--- src/rtl/loot_pkg.sv ---
// Shared loot definitions: item type encoding, default sprite size, tracker states
// and the clamped hook-to-loot coordinate helper.
package loot_pkg;

  localparam int unsigned COORD_W    = 11;
  localparam int unsigned LOOT_W_DEF = 32;
  localparam int unsigned LOOT_H_DEF = 32;

  typedef enum logic [2:0] {
    LOOT_EMPTY   = 3'd0,
    LOOT_GOLD_S  = 3'd1,
    LOOT_GOLD_L  = 3'd2,
    LOOT_STONE   = 3'd3,
    LOOT_DIAMOND = 3'd4
  } loot_t;

  typedef enum logic [1:0] {
    ST_IDLE     = 2'd0,
    ST_ATTACHED = 2'd1,
    ST_DELIVER  = 2'd2
  } trk_state_t;

  // One extra bit beyond 12 so base+offset near 2047 cannot wrap before clamping.
  function automatic logic [COORD_W-1:0] clamp_coord(input logic [COORD_W-1:0] base,
                                                     input int signed off);
    logic signed [12:0] s;
    s = $signed({2'b00, base}) + 13'(off);
    if (s < 13'sd0)
      return '0;
    else if (s > 13'sd2047)
      return 11'h7FF;
    else
      return s[COORD_W-1:0];
  endfunction

endpackage

--- src/rtl/caught_loot_tracker_if.sv ---
// Hook/matrix/VGA side signals of the caught-loot tracker.
interface caught_loot_tracker_if;
  logic        startOfFrame;
  logic [10:0] pixelX;
  logic [10:0] pixelY;
  logic [10:0] hook_topLeftX;
  logic [10:0] hook_topLeftY;
  logic        grab;
  logic [2:0]  grab_loot_type;
  logic        drop;
  logic        hook_at_base;
  logic [2:0]  caught_loot_type;
  logic        caught_loot_ir;
  logic [10:0] caught_loot_offestX;
  logic [10:0] caught_loot_offestY;
  logic        matrix_clear_req;
  logic        loot_delivered;
  logic [2:0]  delivered_type;
  logic        busy;

  modport master (
    output startOfFrame, pixelX, pixelY, hook_topLeftX, hook_topLeftY,
           grab, grab_loot_type, drop, hook_at_base,
    input  caught_loot_type, caught_loot_ir, caught_loot_offestX, caught_loot_offestY,
           matrix_clear_req, loot_delivered, delivered_type, busy
  );

  modport slave (
    input  startOfFrame, pixelX, pixelY, hook_topLeftX, hook_topLeftY,
           grab, grab_loot_type, drop, hook_at_base,
    output caught_loot_type, caught_loot_ir, caught_loot_offestX, caught_loot_offestY,
           matrix_clear_req, loot_delivered, delivered_type, busy
  );
endinterface

--- src/rtl/loot_rect_hit.sv ---
// Registered point-in-rectangle test returning the hit flag and pixel offsets.
module loot_rect_hit #(
  parameter int unsigned W = 32,
  parameter int unsigned H = 32
) (
  input  logic        clk,
  input  logic        reset,
  input  logic        enable,
  input  logic [10:0] pixel_x,
  input  logic [10:0] pixel_y,
  input  logic [10:0] rect_x,
  input  logic [10:0] rect_y,
  output logic        ir,
  output logic [10:0] off_x,
  output logic [10:0] off_y
);

  logic [11:0] px, py, rx, ry;
  logic        hit_c;

  // 12-bit compares keep rect+size from wrapping at the right/bottom edge.
  always_comb begin
    px    = {1'b0, pixel_x};
    py    = {1'b0, pixel_y};
    rx    = {1'b0, rect_x};
    ry    = {1'b0, rect_y};
    hit_c = enable && (px >= rx) && (px < rx + 12'(W)) &&
                      (py >= ry) && (py < ry + 12'(H));
  end

  always_ff @(posedge clk) begin
    if (reset) begin
      ir    <= 1'b0;
      off_x <= '0;
      off_y <= '0;
    end else begin
      ir    <= hit_c;
      off_x <= hit_c ? 11'(pixel_x - rect_x) : '0;
      off_y <= hit_c ? 11'(pixel_y - rect_y) : '0;
    end
  end

endmodule

--- src/rtl/caught_loot_tracker.sv ---
// Tracks the loot on the hook: grab latch, matrix clear, per-frame follow,
// base display window, delivery pulse and the caught-loot draw request.
module caught_loot_tracker
  import loot_pkg::*;
#(
  parameter int unsigned LOOT_W         = LOOT_W_DEF,
  parameter int unsigned LOOT_H         = LOOT_H_DEF,
  parameter int signed   HOOK_OFX       = -8,
  parameter int signed   HOOK_OFY       = 16,
  parameter int unsigned DELIVER_FRAMES = 8
) (
  input  logic                  clk,
  input  logic                  reset,
  caught_loot_tracker_if.slave  bus
);

  localparam int unsigned CNT_W = $clog2(DELIVER_FRAMES + 1);

  trk_state_t         state, state_nxt;
  logic [2:0]         type_q, type_nxt;
  logic [COORD_W-1:0] loot_x, loot_x_nxt, loot_y, loot_y_nxt;
  logic [CNT_W-1:0]   cnt_q, cnt_nxt, cnt_inc;
  logic               clear_q, clear_nxt;
  logic               deliv_q, deliv_nxt;
  logic [2:0]         deliv_type_q, deliv_type_nxt;
  logic               busy_q;
  logic [COORD_W-1:0] hook_lx, hook_ly;
  logic               grab_ok, deliver_done;

  assign hook_lx      = clamp_coord(bus.hook_topLeftX, HOOK_OFX);
  assign hook_ly      = clamp_coord(bus.hook_topLeftY, HOOK_OFY);
  assign grab_ok      = bus.grab && (bus.grab_loot_type != LOOT_EMPTY);
  assign cnt_inc      = cnt_q + CNT_W'(1);
  assign deliver_done = bus.startOfFrame && (cnt_inc == CNT_W'(DELIVER_FRAMES));

  // State and output registers.
  always_ff @(posedge clk) begin
    if (reset) begin
      state        <= ST_IDLE;
      type_q       <= '0;
      loot_x       <= '0;
      loot_y       <= '0;
      cnt_q        <= '0;
      clear_q      <= 1'b0;
      deliv_q      <= 1'b0;
      deliv_type_q <= '0;
      busy_q       <= 1'b0;
    end else begin
      state        <= state_nxt;
      type_q       <= type_nxt;
      loot_x       <= loot_x_nxt;
      loot_y       <= loot_y_nxt;
      cnt_q        <= cnt_nxt;
      clear_q      <= clear_nxt;
      deliv_q      <= deliv_nxt;
      deliv_type_q <= deliv_type_nxt;
      busy_q       <= (state_nxt != ST_IDLE);
    end
  end

  // Next-state logic; drop always takes priority over reaching the base.
  always_comb begin
    state_nxt = state;
    case (state)
      ST_IDLE:     if (grab_ok) state_nxt = ST_ATTACHED;
      ST_ATTACHED: if (bus.drop) state_nxt = ST_IDLE;
                   else if (bus.hook_at_base) state_nxt = ST_DELIVER;
      ST_DELIVER:  if (bus.drop || deliver_done) state_nxt = ST_IDLE;
      default:     state_nxt = ST_IDLE;
    endcase
  end

  // Datapath and output next values.
  always_comb begin
    type_nxt       = type_q;
    loot_x_nxt     = loot_x;
    loot_y_nxt     = loot_y;
    cnt_nxt        = cnt_q;
    clear_nxt      = 1'b0;
    deliv_nxt      = 1'b0;
    deliv_type_nxt = '0;
    case (state)
      ST_IDLE: begin
        if (grab_ok) begin
          type_nxt   = bus.grab_loot_type;
          loot_x_nxt = hook_lx;
          loot_y_nxt = hook_ly;
          clear_nxt  = 1'b1;
          cnt_nxt    = '0;
        end
      end
      ST_ATTACHED: begin
        if (bus.drop) begin
          type_nxt = '0;
        end else if (bus.hook_at_base) begin
          cnt_nxt = '0;
        end else if (bus.startOfFrame) begin
          loot_x_nxt = hook_lx;
          loot_y_nxt = hook_ly;
        end
      end
      ST_DELIVER: begin
        if (bus.drop) begin
          type_nxt = '0;
        end else if (bus.startOfFrame) begin
          cnt_nxt = cnt_inc;
          if (deliver_done) begin
            deliv_nxt      = 1'b1;
            deliv_type_nxt = type_q;
            type_nxt       = '0;
          end
        end
      end
      default: type_nxt = '0;
    endcase
  end

  loot_rect_hit #(
    .W (LOOT_W),
    .H (LOOT_H)
  ) u_hit (
    .clk     (clk),
    .reset   (reset),
    .enable  ((state == ST_ATTACHED) || (state == ST_DELIVER)),
    .pixel_x (bus.pixelX),
    .pixel_y (bus.pixelY),
    .rect_x  (loot_x),
    .rect_y  (loot_y),
    .ir      (bus.caught_loot_ir),
    .off_x   (bus.caught_loot_offestX),
    .off_y   (bus.caught_loot_offestY)
  );

  assign bus.caught_loot_type = type_q;
  assign bus.matrix_clear_req = clear_q;
  assign bus.loot_delivered   = deliv_q;
  assign bus.delivered_type   = deliv_type_q;
  assign bus.busy             = busy_q;

endmodule
--- src/flat_wrapper.sv ---
// flat-port wrapper written by rule: the top's interface ports become plain ports
module caught_loot_tracker_flat import loot_pkg::*;
#(
  parameter int unsigned LOOT_W         = LOOT_W_DEF,
  parameter int unsigned LOOT_H         = LOOT_H_DEF,
  parameter int signed   HOOK_OFX       = -8,
  parameter int signed   HOOK_OFY       = 16,
  parameter int unsigned DELIVER_FRAMES = 8
)
  (clk, reset, bus_startOfFrame, bus_pixelX, bus_pixelY, bus_hook_topLeftX, bus_hook_topLeftY, bus_grab, bus_grab_loot_type, bus_drop, bus_hook_at_base, bus_caught_loot_type, bus_caught_loot_ir, bus_caught_loot_offestX, bus_caught_loot_offestY, bus_matrix_clear_req, bus_loot_delivered, bus_delivered_type, bus_busy);
  caught_loot_tracker_if bus_i ();
  input  logic clk;
  input  logic reset;
  input wire logic [$bits(bus_i.startOfFrame)-1:0] bus_startOfFrame;
  input wire logic [$bits(bus_i.pixelX)-1:0] bus_pixelX;
  input wire logic [$bits(bus_i.pixelY)-1:0] bus_pixelY;
  input wire logic [$bits(bus_i.hook_topLeftX)-1:0] bus_hook_topLeftX;
  input wire logic [$bits(bus_i.hook_topLeftY)-1:0] bus_hook_topLeftY;
  input wire logic [$bits(bus_i.grab)-1:0] bus_grab;
  input wire logic [$bits(bus_i.grab_loot_type)-1:0] bus_grab_loot_type;
  input wire logic [$bits(bus_i.drop)-1:0] bus_drop;
  input wire logic [$bits(bus_i.hook_at_base)-1:0] bus_hook_at_base;
  output wire logic [$bits(bus_i.caught_loot_type)-1:0] bus_caught_loot_type;
  output wire logic [$bits(bus_i.caught_loot_ir)-1:0] bus_caught_loot_ir;
  output wire logic [$bits(bus_i.caught_loot_offestX)-1:0] bus_caught_loot_offestX;
  output wire logic [$bits(bus_i.caught_loot_offestY)-1:0] bus_caught_loot_offestY;
  output wire logic [$bits(bus_i.matrix_clear_req)-1:0] bus_matrix_clear_req;
  output wire logic [$bits(bus_i.loot_delivered)-1:0] bus_loot_delivered;
  output wire logic [$bits(bus_i.delivered_type)-1:0] bus_delivered_type;
  output wire logic [$bits(bus_i.busy)-1:0] bus_busy;
  assign bus_i.startOfFrame = bus_startOfFrame;
  assign bus_i.pixelX = bus_pixelX;
  assign bus_i.pixelY = bus_pixelY;
  assign bus_i.hook_topLeftX = bus_hook_topLeftX;
  assign bus_i.hook_topLeftY = bus_hook_topLeftY;
  assign bus_i.grab = bus_grab;
  assign bus_i.grab_loot_type = bus_grab_loot_type;
  assign bus_i.drop = bus_drop;
  assign bus_i.hook_at_base = bus_hook_at_base;
  assign bus_caught_loot_type = bus_i.caught_loot_type;
  assign bus_caught_loot_ir = bus_i.caught_loot_ir;
  assign bus_caught_loot_offestX = bus_i.caught_loot_offestX;
  assign bus_caught_loot_offestY = bus_i.caught_loot_offestY;
  assign bus_matrix_clear_req = bus_i.matrix_clear_req;
  assign bus_loot_delivered = bus_i.loot_delivered;
  assign bus_delivered_type = bus_i.delivered_type;
  assign bus_busy = bus_i.busy;
  caught_loot_tracker #(.LOOT_W(LOOT_W), .LOOT_H(LOOT_H), .HOOK_OFX(HOOK_OFX), .HOOK_OFY(HOOK_OFY), .DELIVER_FRAMES(DELIVER_FRAMES)) u_core (.clk(clk), .reset(reset), .bus(bus_i));
endmodule
--- config.mk ---
export PLATFORM = sky130hd
export DESIGN_NAME = caught_loot_tracker_flat
export DESIGN_NICKNAME = d
export VERILOG_FILES = /design/src/rtl/loot_pkg.sv /design/src/rtl/caught_loot_tracker_if.sv /design/src/rtl/loot_rect_hit.sv /design/src/rtl/caught_loot_tracker.sv /design/src/flat_wrapper.sv
export SDC_FILE = /design/constraint.sdc
export NUM_CORES = 1
export LEC_CHECK = 0
export CAP_MARGIN = 5
export CORE_MARGIN = 5
export CORE_UTILIZATION = 45
export CTS_CLUSTER_SIZE = 40
export DETAILED_ROUTE_END_ITERATION = 16
export PLACE_DENSITY = 0.78
export SLEW_MARGIN = 20
export SYNTH_ARGS = -nofsm -noshare
export SYNTH_HDL_FRONTEND = slang
export SYNTH_HIERARCHICAL = 1
export SYNTH_SLANG_ARGS = --single-unit
--- constraint.sdc ---
create_clock -name clk -period 2.6 [get_ports clk]
set_input_delay 0.65 -clock clk [delete_from_list [all_inputs] [get_ports clk]]
set_output_delay 0.65 -clock clk [all_outputs]
set_load 0.005 [all_outputs]
### Word level (Yosys, flattened, before mapping)

Cells that the tools add are included.

| word-level totals | value |
|---|---|
| register bits | 60 |
| bits of input ports | 53 |
| output and inout bits | 32 |
| logic and storage cells | 98 |

| cells by class | value |
|---|---|
| eq/ne operators | 13 |
| reductions and logical operators | 20 |
| $add $sub $neg | 7 |
| magnitude comparators | 8 |
| multiplexer cells | 33 |
| bitwise operators | 5 |

Operators with widths:

| cell | count |
|---|---|
| 11-bit two-way mux | 12 |
| 11-bit one-hot mux with 2 select lines | 2 |
| 13-bit by 12-bit > comparator with 1-bit output (second input constant) | 2 |
| 13-bit by 1-bit less-than comparator with 1-bit output (second input constant) | 2 |
| 11-bit by 6-bit adder with 12-bit output (second input constant) | 2 |
| 11-bit by 12-bit less-than comparator with 1-bit output | 2 |
| 11-bit >= comparator | 2 |
| 11-bit subtractor | 2 |
| 4-bit two-way mux | 5 |
| 3-bit two-way mux | 5 |
| 2-bit inequality test (second input constant) | 7 |
| 12-bit by 4-bit adder with 13-bit output (second input constant) | 1 |
| 11-bit by 5-bit adder with 12-bit output (second input constant) | 1 |
| 4-bit one-hot mux with 3 select lines | 1 |
| 3-bit one-hot mux with 3 select lines | 1 |
| 2-bit two-way mux | 4 |
| 1-bit logical AND | 6 |
| 2-bit one-hot mux with 3 select lines | 1 |
| 6-bit AND reduction | 1 |
| 3-bit nonzero test | 2 |
| 1-bit NOT | 5 |
| 5-bit AND reduction | 1 |
| 5-bit OR reduction | 1 |
| 4-bit by 1-bit adder with 4-bit output (second input constant) | 1 |
| other kinds (13) | 17 |

### Logic depth before layout (Yosys ltp)

Gate-level depths: netlist of the first run.

| logic depth | value |
|---|---|
| word-level depth | 8 |
| gate-level depth with buffers | 11 |
| depth with buffers taken out | 10 |

### Hierarchy

Netlist of the first run, hierarchy kept.

Modules (own cells, without submodules):

| module | seq. area each (um^2) | times used | cells an instance | area each (um^2) |
|---|---|---|---|---|
| loot_rect_hit | 460.4 | 1 | 247 | 2055.7 |
| caught_loot_tracker | 740.7 | 1 | 222 | 1948.1 |

### Worst setup path after synthesis of the first run

OpenSTA, ideal clock, no wires.

| timing | value |
|---|---|
| path kind | in2reg |
| from | input port bus_pixelX[0] |
| to | register u_core.u_hit.off_x[9] |
| data required time | 2527 ps |
| path buffers | 1 |
| arrival | 2718 ps |
| slack | -191 ps |
| stages on the path | 11 |
| library setup time | 73 ps |
| cell sequence | inv_1 > ha_1 > inv_1 > fa_1 > a211o_1 > a21oi_2 > o21ai_1 > a2111o_1 > a211o_1 > buf_6 > nor3_2 |

| on the way | value |
|---|---|
| cells in the longest elaborated chain, start to end | 7 |
| elaborated cells on any way between the ends | 9 |
| those cells by class | add/sub: 1; order compare: 2; bitwise: 1; reduce/logical: 5 |

RTL lines:

| what | RTL line | RTL |
|---|---|---|
| from (decl) | flat_wrapper.sv:15 | `input wire logic [$bits(bus_i.pixelX)-1:0] bus_pixelX;` |
| 11-bit >= comparator | loot_rect_hit.sv:27 | `hit_c = enable && (px >= rx) && (px < rx + 12'(W)) &&` |
| 1-bit logical AND (3 in a row) | loot_rect_hit.sv:27 |  |
| 1-bit logical AND | loot_rect_hit.sv:28 | `(py >= ry) && (py < ry + 12'(H));` |
| 1-bit NOT (no line) | - |  |
| 2-bit OR reduction (no line) | - |  |
| to (signal assigned) | loot_rect_hit.sv:38 | `off_x <= hit_c ? 11'(pixel_x - rect_x) : '0;` |
| to (decl) | loot_rect_hit.sv:14 | `output logic [10:0] off_x,` |

Parallel ways exist; a longest one is shown, timed or not.
A chain may end at the register's enable or synchronous reset.

### Worst setup path in the final report of the first run

| timing | value |
|---|---|
| from | input port bus_pixelX[0] |
| to | register u_core.u_hit.off_y[10] |

| on the way | value |
|---|---|
| cells in the longest elaborated chain, start to end | 7 |
| elaborated cells on any way between the ends | 8 |
| those cells by class | order compare: 2; bitwise: 1; reduce/logical: 5 |

RTL lines:

| what | RTL line | RTL |
|---|---|---|
| 11-bit >= comparator | loot_rect_hit.sv:27 |  |
| 1-bit logical AND | loot_rect_hit.sv:27 |  |
| 1-bit logical AND (*) (2 in a row) | loot_rect_hit.sv:27 |  |
| 1-bit logical AND (*) | loot_rect_hit.sv:28 |  |
| 1-bit NOT (no line) (*) | - |  |
| 2-bit OR reduction (no line) (*) | - |  |
| to (signal assigned) | loot_rect_hit.sv:39 | `off_y <= hit_c ? 11'(pixel_y - rect_y) : '0;` |
| to (decl) | loot_rect_hit.sv:15 | `output logic [10:0] off_y` |

Every way passes the cells marked *; elsewhere a longest branch is shown, timed or not.

==> impl_metrics.sql, run 1 <==
INSERT INTO impl_metrics (metric_group, metric, value, unit) VALUES
('clock_network', 'cts_made_buffers', '9', ''),
('detailed_routing', 'post_route_drc', '0', ''),
('power_and_ir_drop', 'p_per_area', '532', 'nW/um^2'),
('setup_path', 'ws_path_type', 'input port to register', ''),
('logic_synthesis', 'synthDistinctLibCells', '67', ''),
('sta', 'max_slew.worst_pin.slew', '0.511', 'ns'),
('final_layout', 'multi_input_comb_area', '2740', 'um^2'),
('grt', 'antenna_found_initial', '0', ''),
('die', 'core_area', '8680', 'um^2'),
('sta', 'slew_violations', '0', ''),
('die', 'rows', '34', ''),
('logic_synthesis', 'synth.ff_latch_count', '60', ''),
('outcome', 'run_status', 'complete, but fails checks', ''),
('place', 'hpwlAfterDp', '8.46', 'mm'),
('sta', 'post-route-min-period', '2.69', 'ns'),
('clock_network', 'clockRootBuffer', 'sky130_fd_sc_hd__clkbuf_8', ''),
('sta', 'clock-skew-final', '0.00796', 'ns'),
('sta', 'setup_viol_count_final', '9', ''),
('clock_network', 'max_clock_buf_depth', '2', ''),
('final_layout', 'ant_cells', '0', ''),
('detailed_routing', 'drt_first_iter_violations', '191', ''),
('power_and_ir_drop', 'ir_drop', '0.322', 'mV'),
('detailed_routing', 'routed_wl', '11.1', 'mm'),
('grt', 'wire_length_of_the_first_global_routing_pass', '17.7', 'mm'),
('power_and_ir_drop', 'static-leakage-power', '2.43', 'nW'),
('sta', 'slew-limit-headroom', '65.6', '%'),
('hold_path', 'hold_end', 'u_core/loot_x[9]', ''),
('place', 'number_of_port_buffers', '84', ''),
('logic_synthesis', 'synth-edff-count', '0', ''),
('logic_synthesis', 'synth-async-reset-ratio', '0', '%'),
('setup_path', 'r2r_cells', '10', ''),
('sta', 'final.period_utilization', '103', '%'),
('clock_network', 'htree_num_levels', '3', ''),
('sta', 'achievable-frequency', '0.372', 'GHz'),
('logic_synthesis', 'synth.largest_area_cell', 'sky130_fd_sc_hd__dfxtp_1', ''),
('final_layout', 'design_area', '5930', 'um^2'),
('clock_network', 'clock_latency', '0.34', 'ns'),
('detailed_routing', 'dr_total_vias', '4021', ''),
('logic_synthesis', 'syn-mean-instance-area', '8.54', 'um^2'),
('final_layout', 'fraction_of_the_core_area_covered_by_cells_at_the_end_of_the_flow', '68.3', '%'),
('final_layout', 'instances_no_fill', '741', ''),
('sta', 'grt_setup_unrepaired', 'true', ''),
('place', 'gp_routability_congestion', '0.861', ''),
('sta', 'post-route-worst-setup-slack', '-0.0860', 'ns'),
('final_layout', 'syn2layout_area_growth', '48.1', '%'),
('die', 'floorplan.initialDensity', '46.1', '%'),
('setup_path', 'rr_startpoint', 'u_core/loot_x[0]', ''),
('sta', 'finalHoldViolCount', '0', ''),
('grt', 'grtUsageTotal', '19.2', '%'),
('final_layout', 'area.sequential', '1200', 'um^2'),
('setup_path', 'crit_path_max_fanout', '6', ''),
('setup_path', 'setup.worst_path.end_class', 'register', ''),
('setup_path', 'endpoint_arrival_time_on_the_critical_path', '2.94', 'ns'),
('outcome', 'violations', 'setup timing', ''),
('logic_synthesis', 'seq_area_frac_synth', '30.0', '%'),
('logic_synthesis', 'dominantRegCellSynth', 'sky130_fd_sc_hd__dfxtp_1', ''),
('logic_synthesis', 'most_instantiated_library_cell_after_synthesis', 'sky130_fd_sc_hd__dfxtp_1', ''),
('final_layout', 'fillCellCount', '687', ''),
('hold_path', 'hold-path-cell-count', '2', ''),
('clock_network', 'cts_hold_buffers', '0', ''),
('clock_network', 'cts_tree', 'done', ''),
('setup_path', 'timing.critical_path.required', '2.86', 'ns'),
('detailed_routing', 'drt_pass1_iterations', '5', ''),
('hold_path', 'timing.hold.worst.class', 'register to register', ''),
('die', 'io_pins', '85', ''),
('logic_synthesis', 'yosys-top-cells-area', 'sky130_fd_sc_hd__dfxtp_1, sky130_fd_sc_hd__ha_1, sky130_fd_sc_hd__a21oi_1', ''),
('power_and_ir_drop', 'p_total', '3.15', 'mW'),
('place', 'place_inst', '719', ''),
('sta', 'hold-worst-slack', '0.453', 'ns'),
('logic_synthesis', 'synth_largest_type_area_fraction', '30.0', '%'),
('clock_network', 'cts.clk_slew.worst_paths', '0.07', 'ns');
[where the power goes]
| group | leakage (nW) | internal (mW) | switching [mW] |
|---|---|---|---|
| registers | 0.489 | 0.983 | 0.0476 |
| clock network | 0.0910 | 0.437 | 0.386 |
| logic | 1.85 | 0.657 | 0.644 |
[worst max-delay path by stage]
| stage | start | endpoint | slack, ns | cells past startpoint |
|---|---|---|---|---|
| floorplan | bus_pixelX[0] | u_core/u_hit/off_x[9] | -0.12 | 11 |
| global placement | bus_pixelX[0] | u_core/u_hit/off_x[7] | -0.76 | 12 |
| detailed placement | bus_pixelX[0] | u_core/u_hit/off_x[7] | -0.87 | 12 |
| CTS | bus_pixelY[4] | u_core/u_hit/off_x[7] | -0.006 | 10 |
| global route | bus_pixelY[4] | u_core/u_hit/off_x[7] | -0.13 | 10 |
| finish | bus_pixelX[0] | u_core/u_hit/off_y[10] | -0.09 | 12 |
[cell usage in the layout (no fill, tap or decap), drive strengths merged, types with 19 or more instances in the layout]
| cell type | synthesis | layout |
|---|---|---|
| ha | 46 | 46 |
| o21ai | 20 | 20 |
| clkdlybuf4s50 | 0 | 78 |
| a21oi | 44 | 44 |
| nor2 | 25 | 25 |
| nand2 | 26 | 26 |
| dfxtp | 60 | 60 |
| buf | 6 | 73 |
| nand3 | 19 | 19 |
| inv | 50 | 50 |
[layout make-up]
type	instances	share of cell area, %
multi-input cells	349	46.1
repair buffers	158	24.7
flip-flops and latches	60	20.3
inverters	50	3.38
well taps	108	2.28
clock buffers	9	2.09
clock inverters	7	1.14
[logic make-up after synthesis]
family          synth area share [%]
compound gates                  23.4
simple gates                    18.6
buf+inv                         6.00
flops                           30.0
fa+ha+maj                       15.4
xor+xnor                        6.12
mux                            0.500
[metal layers]
metal / GRT usage, % / up-vias / routed length (um)
met5: 0 / - / 0
li1: - / 2001 / -
met1: 23.5 / 1900 / 4850
met4: 6.57 / 0 / 193
met3: 3.91 / 20 / 463
met2: 33.1 / 100 / 5620
[flip-flops by register name (all words and copies together) (netlist names)]
name and count:
u_core/cnt_q 4, u_core/u_hit/off_y 11, u_core/bus.loot_delivered 1, u_core/bus.caught_loot_type 3, u_core/loot_y 11, u_core/state 2, u_core/bus.matrix_clear_req 1, u_core/u_hit/off_x 11
u_core/loot_x 11, u_core/bus.delivered_type 3, u_core/u_hit/ir 1, u_core/bus.busy 1
[repair_timing]
| action | 4_1_cts | 5_1_grt |
|---|---|---|
| cloned | 0 | 2 |
| pin swaps | 6 | 14 |
| buffers inserted | 2 | 2 |
| setup endpoints to repair | 23 | 23 |
| gates resized for setup | 14 | 35 |
[critical path, cell delays in order]
cell and delay [ns]:
sky130_fd_sc_hd__buf_8 0.11, sky130_fd_sc_hd__inv_12 0.04, sky130_fd_sc_hd__ha_4 0.12, sky130_fd_sc_hd__inv_2 0.04, sky130_fd_sc_hd__fa_2 0.35, sky130_fd_sc_hd__a211o_1 0.33
sky130_fd_sc_hd__a21oi_2 0.16, sky130_fd_sc_hd__o21ai_1 0.09, sky130_fd_sc_hd__a2111o_1 0.40, sky130_fd_sc_hd__a211o_4 0.32, sky130_fd_sc_hd__clkbuf_16 0.19, sky130_fd_sc_hd__a31oi_1 0.15
Power figures use the tool's default switching activity.
==> run 2: changes to the inputs <==
Settings changed: TNS_END_PERCENT from default to 50.
==> impl_metrics.sql, run 2 (synthesis gave the netlist of run 1 again) <==
INSERT INTO impl_metrics (metric_group, metric, value, unit) VALUES
('die', 'die_height', '104', 'um'),
('grt', 'grtUsageTotal', '19.2', '%'),
('hold_path', 'timing.hold.worst.class', 'register to register', ''),
('clock_network', 'numClockSinks', '60', ''),
('final_layout', 'fraction_of_the_core_area_covered_by_cells_at_the_end_of_the_flow', '68.4', '%'),
('grt', 'grt_use_met3', '4.28', '%'),
('final_layout', 'mostFrequentLayoutCells', 'sky130_fd_sc_hd__clkdlybuf4s50_1, sky130_fd_sc_hd__buf_4, sky130_fd_sc_hd__dfxtp_1', ''),
('setup_path', 'crit_path_max_fanout', '6', ''),
('clock_network', 'max_clock_buf_depth', '2', ''),
('die', 'floorplan.initialDensity', '46.1', '%'),
('setup_path', 'rr_startpoint', 'u_core/loot_x[5]', ''),
('outcome', 'violations', 'setup timing', ''),
('detailed_routing', 'routed_wl', '11.2', 'mm'),
('power_and_ir_drop', 'power.switching', '1.04', 'mW'),
('clock_network', 'cts_hold_buffers', '0', ''),
('place', 'gp_routability_congestion', '0.904', ''),
('sta', 'slew_violations', '0', ''),
('setup_path', 'max_stage_delay', '0.38', 'ns'),
('grt', 'grt_start_max_net_pins', '27', ''),
('final_layout', 'fillCellCount', '694', ''),
('setup_path', 'cp-startpoint', 'bus_pixelX[0]', ''),
('setup_path', 'endpoint_arrival_time_on_the_critical_path', '2.88', 'ns'),
('detailed_routing', 'drt_first_iter_violations', '197', ''),
('final_layout', 'layout-drive-gt1-share', '22.3', '%'),
('sta', 'post-route-min-period', '2.62', 'ns'),
('place', 'number_of_port_buffers', '84', ''),
('final_layout', 'ant_cells', '0', ''),
('sta', 'slew-limit-headroom', '64.1', '%'),
('die', 'core_area', '8680', 'um^2'),
('power_and_ir_drop', 'ir_drop', '0.272', 'mV'),
('sta', 'grt_setup_unrepaired', 'true', ''),
('clock_network', 'cts.clk_slew.worst_paths', '0.07', 'ns'),
('clock_network', 'clockRootBuffer', 'sky130_fd_sc_hd__clkbuf_8', ''),
('detailed_routing', 'post_route_drc', '0', ''),
('sta', 'final.period_utilization', '101', '%'),
('power_and_ir_drop', 'part_of_the_total_power_dissipated_in_the_clock_network', '28.6', '%'),
('detailed_routing', 'vias_per_cell', '5.34', ''),
('grt', 'grt.met1_usage', '23.9', '%'),
('power_and_ir_drop', 'p_comb_share', '39.5', '%'),
('grt', 'wire_length_of_the_first_global_routing_pass', '17.7', 'mm'),
('setup_path', 'regToRegEndpoint', 'u_core/u_hit/off_x[7]', ''),
('clock_network', 'post-cts-setup-buffer-count', '0', ''),
('clock_network', 'cts_made_buffers', '9', ''),
('clock_network', 'cts_tree', 'done', ''),
('clock_network', 'htree_num_levels', '3', ''),
('power_and_ir_drop', 'internal_power', '2.20', 'mW'),
('sta', 'max_slew.worst_pin.slew', '0.538', 'ns'),
('final_layout', 'syn2layout_area_growth', '48.2', '%'),
('sta', 'finalHoldViolCount', '0', ''),
('outcome', 'run_status', 'complete, but fails checks', ''),
('detailed_routing', 'post_drt_wl_per_cell', '15.0', 'um'),
('power_and_ir_drop', 'p_per_area', '546', 'nW/um^2'),
('setup_path', 'ws_path_type', 'input port to register', ''),
('sta', 'clock-skew-final', '0.0104', 'ns'),
('grt', 'grtUsageMet2', '32.8', '%'),
('sta', 'setup_viol_count_final', '1', ''),
('die', 'fp.dieW', '104', 'um'),
('setup_path', 'setup.reg_to_reg.worst_slack', '0.03', 'ns'),
('setup_path', 'r2r_cells', '11', ''),
('detailed_routing', 'ant_nets', '0', ''),
('sta', 'post-route-worst-setup-slack', '-0.0161', 'ns'),
('place', 'hpwlAfterDp', '8.52', 'mm'),
('hold_path', 'hold-path-cell-count', '2', ''),
('final_layout', 'area.sequential', '1210', 'um^2'),
('clock_network', 'clock_latency', '0.35', 'ns'),
('power_and_ir_drop', 'static-leakage-power', '2.49', 'nW'),
('die', 'die_area', '10900', 'um^2'),
('setup_path', 'worst_setup_path_start_kind', 'input port', ''),
('setup_path', 'cp-endpoint', 'u_core/u_hit/off_x[7]', ''),
('grt', 'antenna_found_initial', '0', ''),
('setup_path', 'timing.critical_path.required', '2.87', 'ns'),
('setup_path', 'setup.worst_path.end_class', 'register', ''),
('sta', 'hold-worst-slack', '0.461', 'ns'),
('power_and_ir_drop', 'pwr-share-seq', '31.9', '%'),
('sta', 'achievable-frequency', '0.382', 'GHz'),
('setup_path', 'cpMaxStageDelayCell', 'sky130_fd_sc_hd__a2111o_1', ''),
('final_layout', 'multi_input_comb_area', '2690', 'um^2'),
('grt', 'grt_most_used_layer', 'met2', ''),
('die', 'io_pins', '85', ''),
('final_layout', 'net_count_final', '733', ''),
('grt', 'gr-total-overflow', '0', ''),
('setup_path', 'series_of_cell_instances_along_the_critical_path', 'buf_8, inv_12, ha_4, inv_2, fa_2, a211o_1, a21oi_2, o21ai_1, a2111o_1, a211o_4, buf_12, nor3b_4', ''),
('power_and_ir_drop', 'power.switching_fraction', '32.0', '%'),
('job', 'max_cap_viol_count', '0', ''),
('detailed_routing', 'drt_pass1_iterations', '4', ''),
('grt', 'grt_pass1_vias', '3880', ''),
('die', 'rows', '34', ''),
('sta', 'finalSetupTns', '-0.0161', 'ns'),
('detailed_routing', 'dr_total_vias', '3978', '');
==> run 2: changes by cell type in the layout (fill, tap and decap cells not counted), sizes merged <==
cell and delta:
buf +4, bufinv +1, clkbuf +2, clkdlybuf4s50 -3, clkinvlp -3, dlymetal6s2s +3
==> run 2: layout make-up <==
| type | instances | share of cell area (%) |
|---|---|---|
| inverters | 50 | 3.37 |
| clock inverters | 5 | 1.26 |
| clock buffers | 11 | 2.38 |
| well taps | 108 | 2.28 |
| flip-flops and latches | 60 | 20.3 |
| repair buffers | 162 | 25.1 |
| multi-input cells | 349 | 45.3 |
==> run 2: worst max-delay path: cells and delay by family <==
kind / cells / cell delay [ns]
buf+inv: 4 / 0.33
simple gates: 1 / 0.17
compound gates: 5 / 1.26
fa+ha+maj: 2 / 0.46
==> run 2: stage by stage <==
step / worst slack, ns / cell area (um^2) / instances / power, mW
after floorplan: -0.118 / 4030 / 469 / 1.70
after global placement: -0.791 / 5540 / 727 / 2.21
after detailed placement: -0.840 / 5540 / 727 / 2.25
after CTS: 0.0106 / 5780 / 743 / 3.20
after global routing: -0.0769 / 5940 / 745 / 3.42
final: -0.0161 / 5940 / 745 / 3.24
==> run 2: how the worst min path moves through the flow <==
stage,from,endpoint,slack (ns)
3_3_place_gp,u_core/loot_x[2],u_core/loot_x[2],0.44
5_1_grt,u_core/loot_y[9],u_core/loot_y[9],0.48
6_report,u_core/loot_x[1],u_core/loot_x[1],0.46
2_1_floorplan,u_core/loot_y[9],u_core/loot_y[9],0.43
4_1_cts,u_core/loot_x[1],u_core/loot_x[1],0.46
3_5_place_dp,u_core/loot_x[1],u_core/loot_x[1],0.45
==> run 2: power groups by stage <==
stage | Sequential, mW | Combinational, mW | Clock, mW
2_1_floorplan | 1.04 | 0.662 | 0
3_3_place_gp | 1.05 | 1.17 | 0
3_5_place_dp | 1.05 | 1.20 | 0
4_1_cts | 1.03 | 1.22 | 0.944
5_1_grt | 1.04 | 1.40 | 0.979
6_report | 1.03 | 1.28 | 0.926
==> run 2: metal layers <==
metal / up-vias / wire length (um)
li1: 2019 / -
met1: 1858 / 5010
met2: 82 / 5490
met3: 19 / 428
met4: 0 / 219
met5: - / 0
==> run 2: timing repair <==
action | in CTS | in global routing
gates resized for setup | 15 | 29
gates cloned | 0 | 2
pin swaps | 8 | 8
endpoints found under the setup margin | 23 | 22
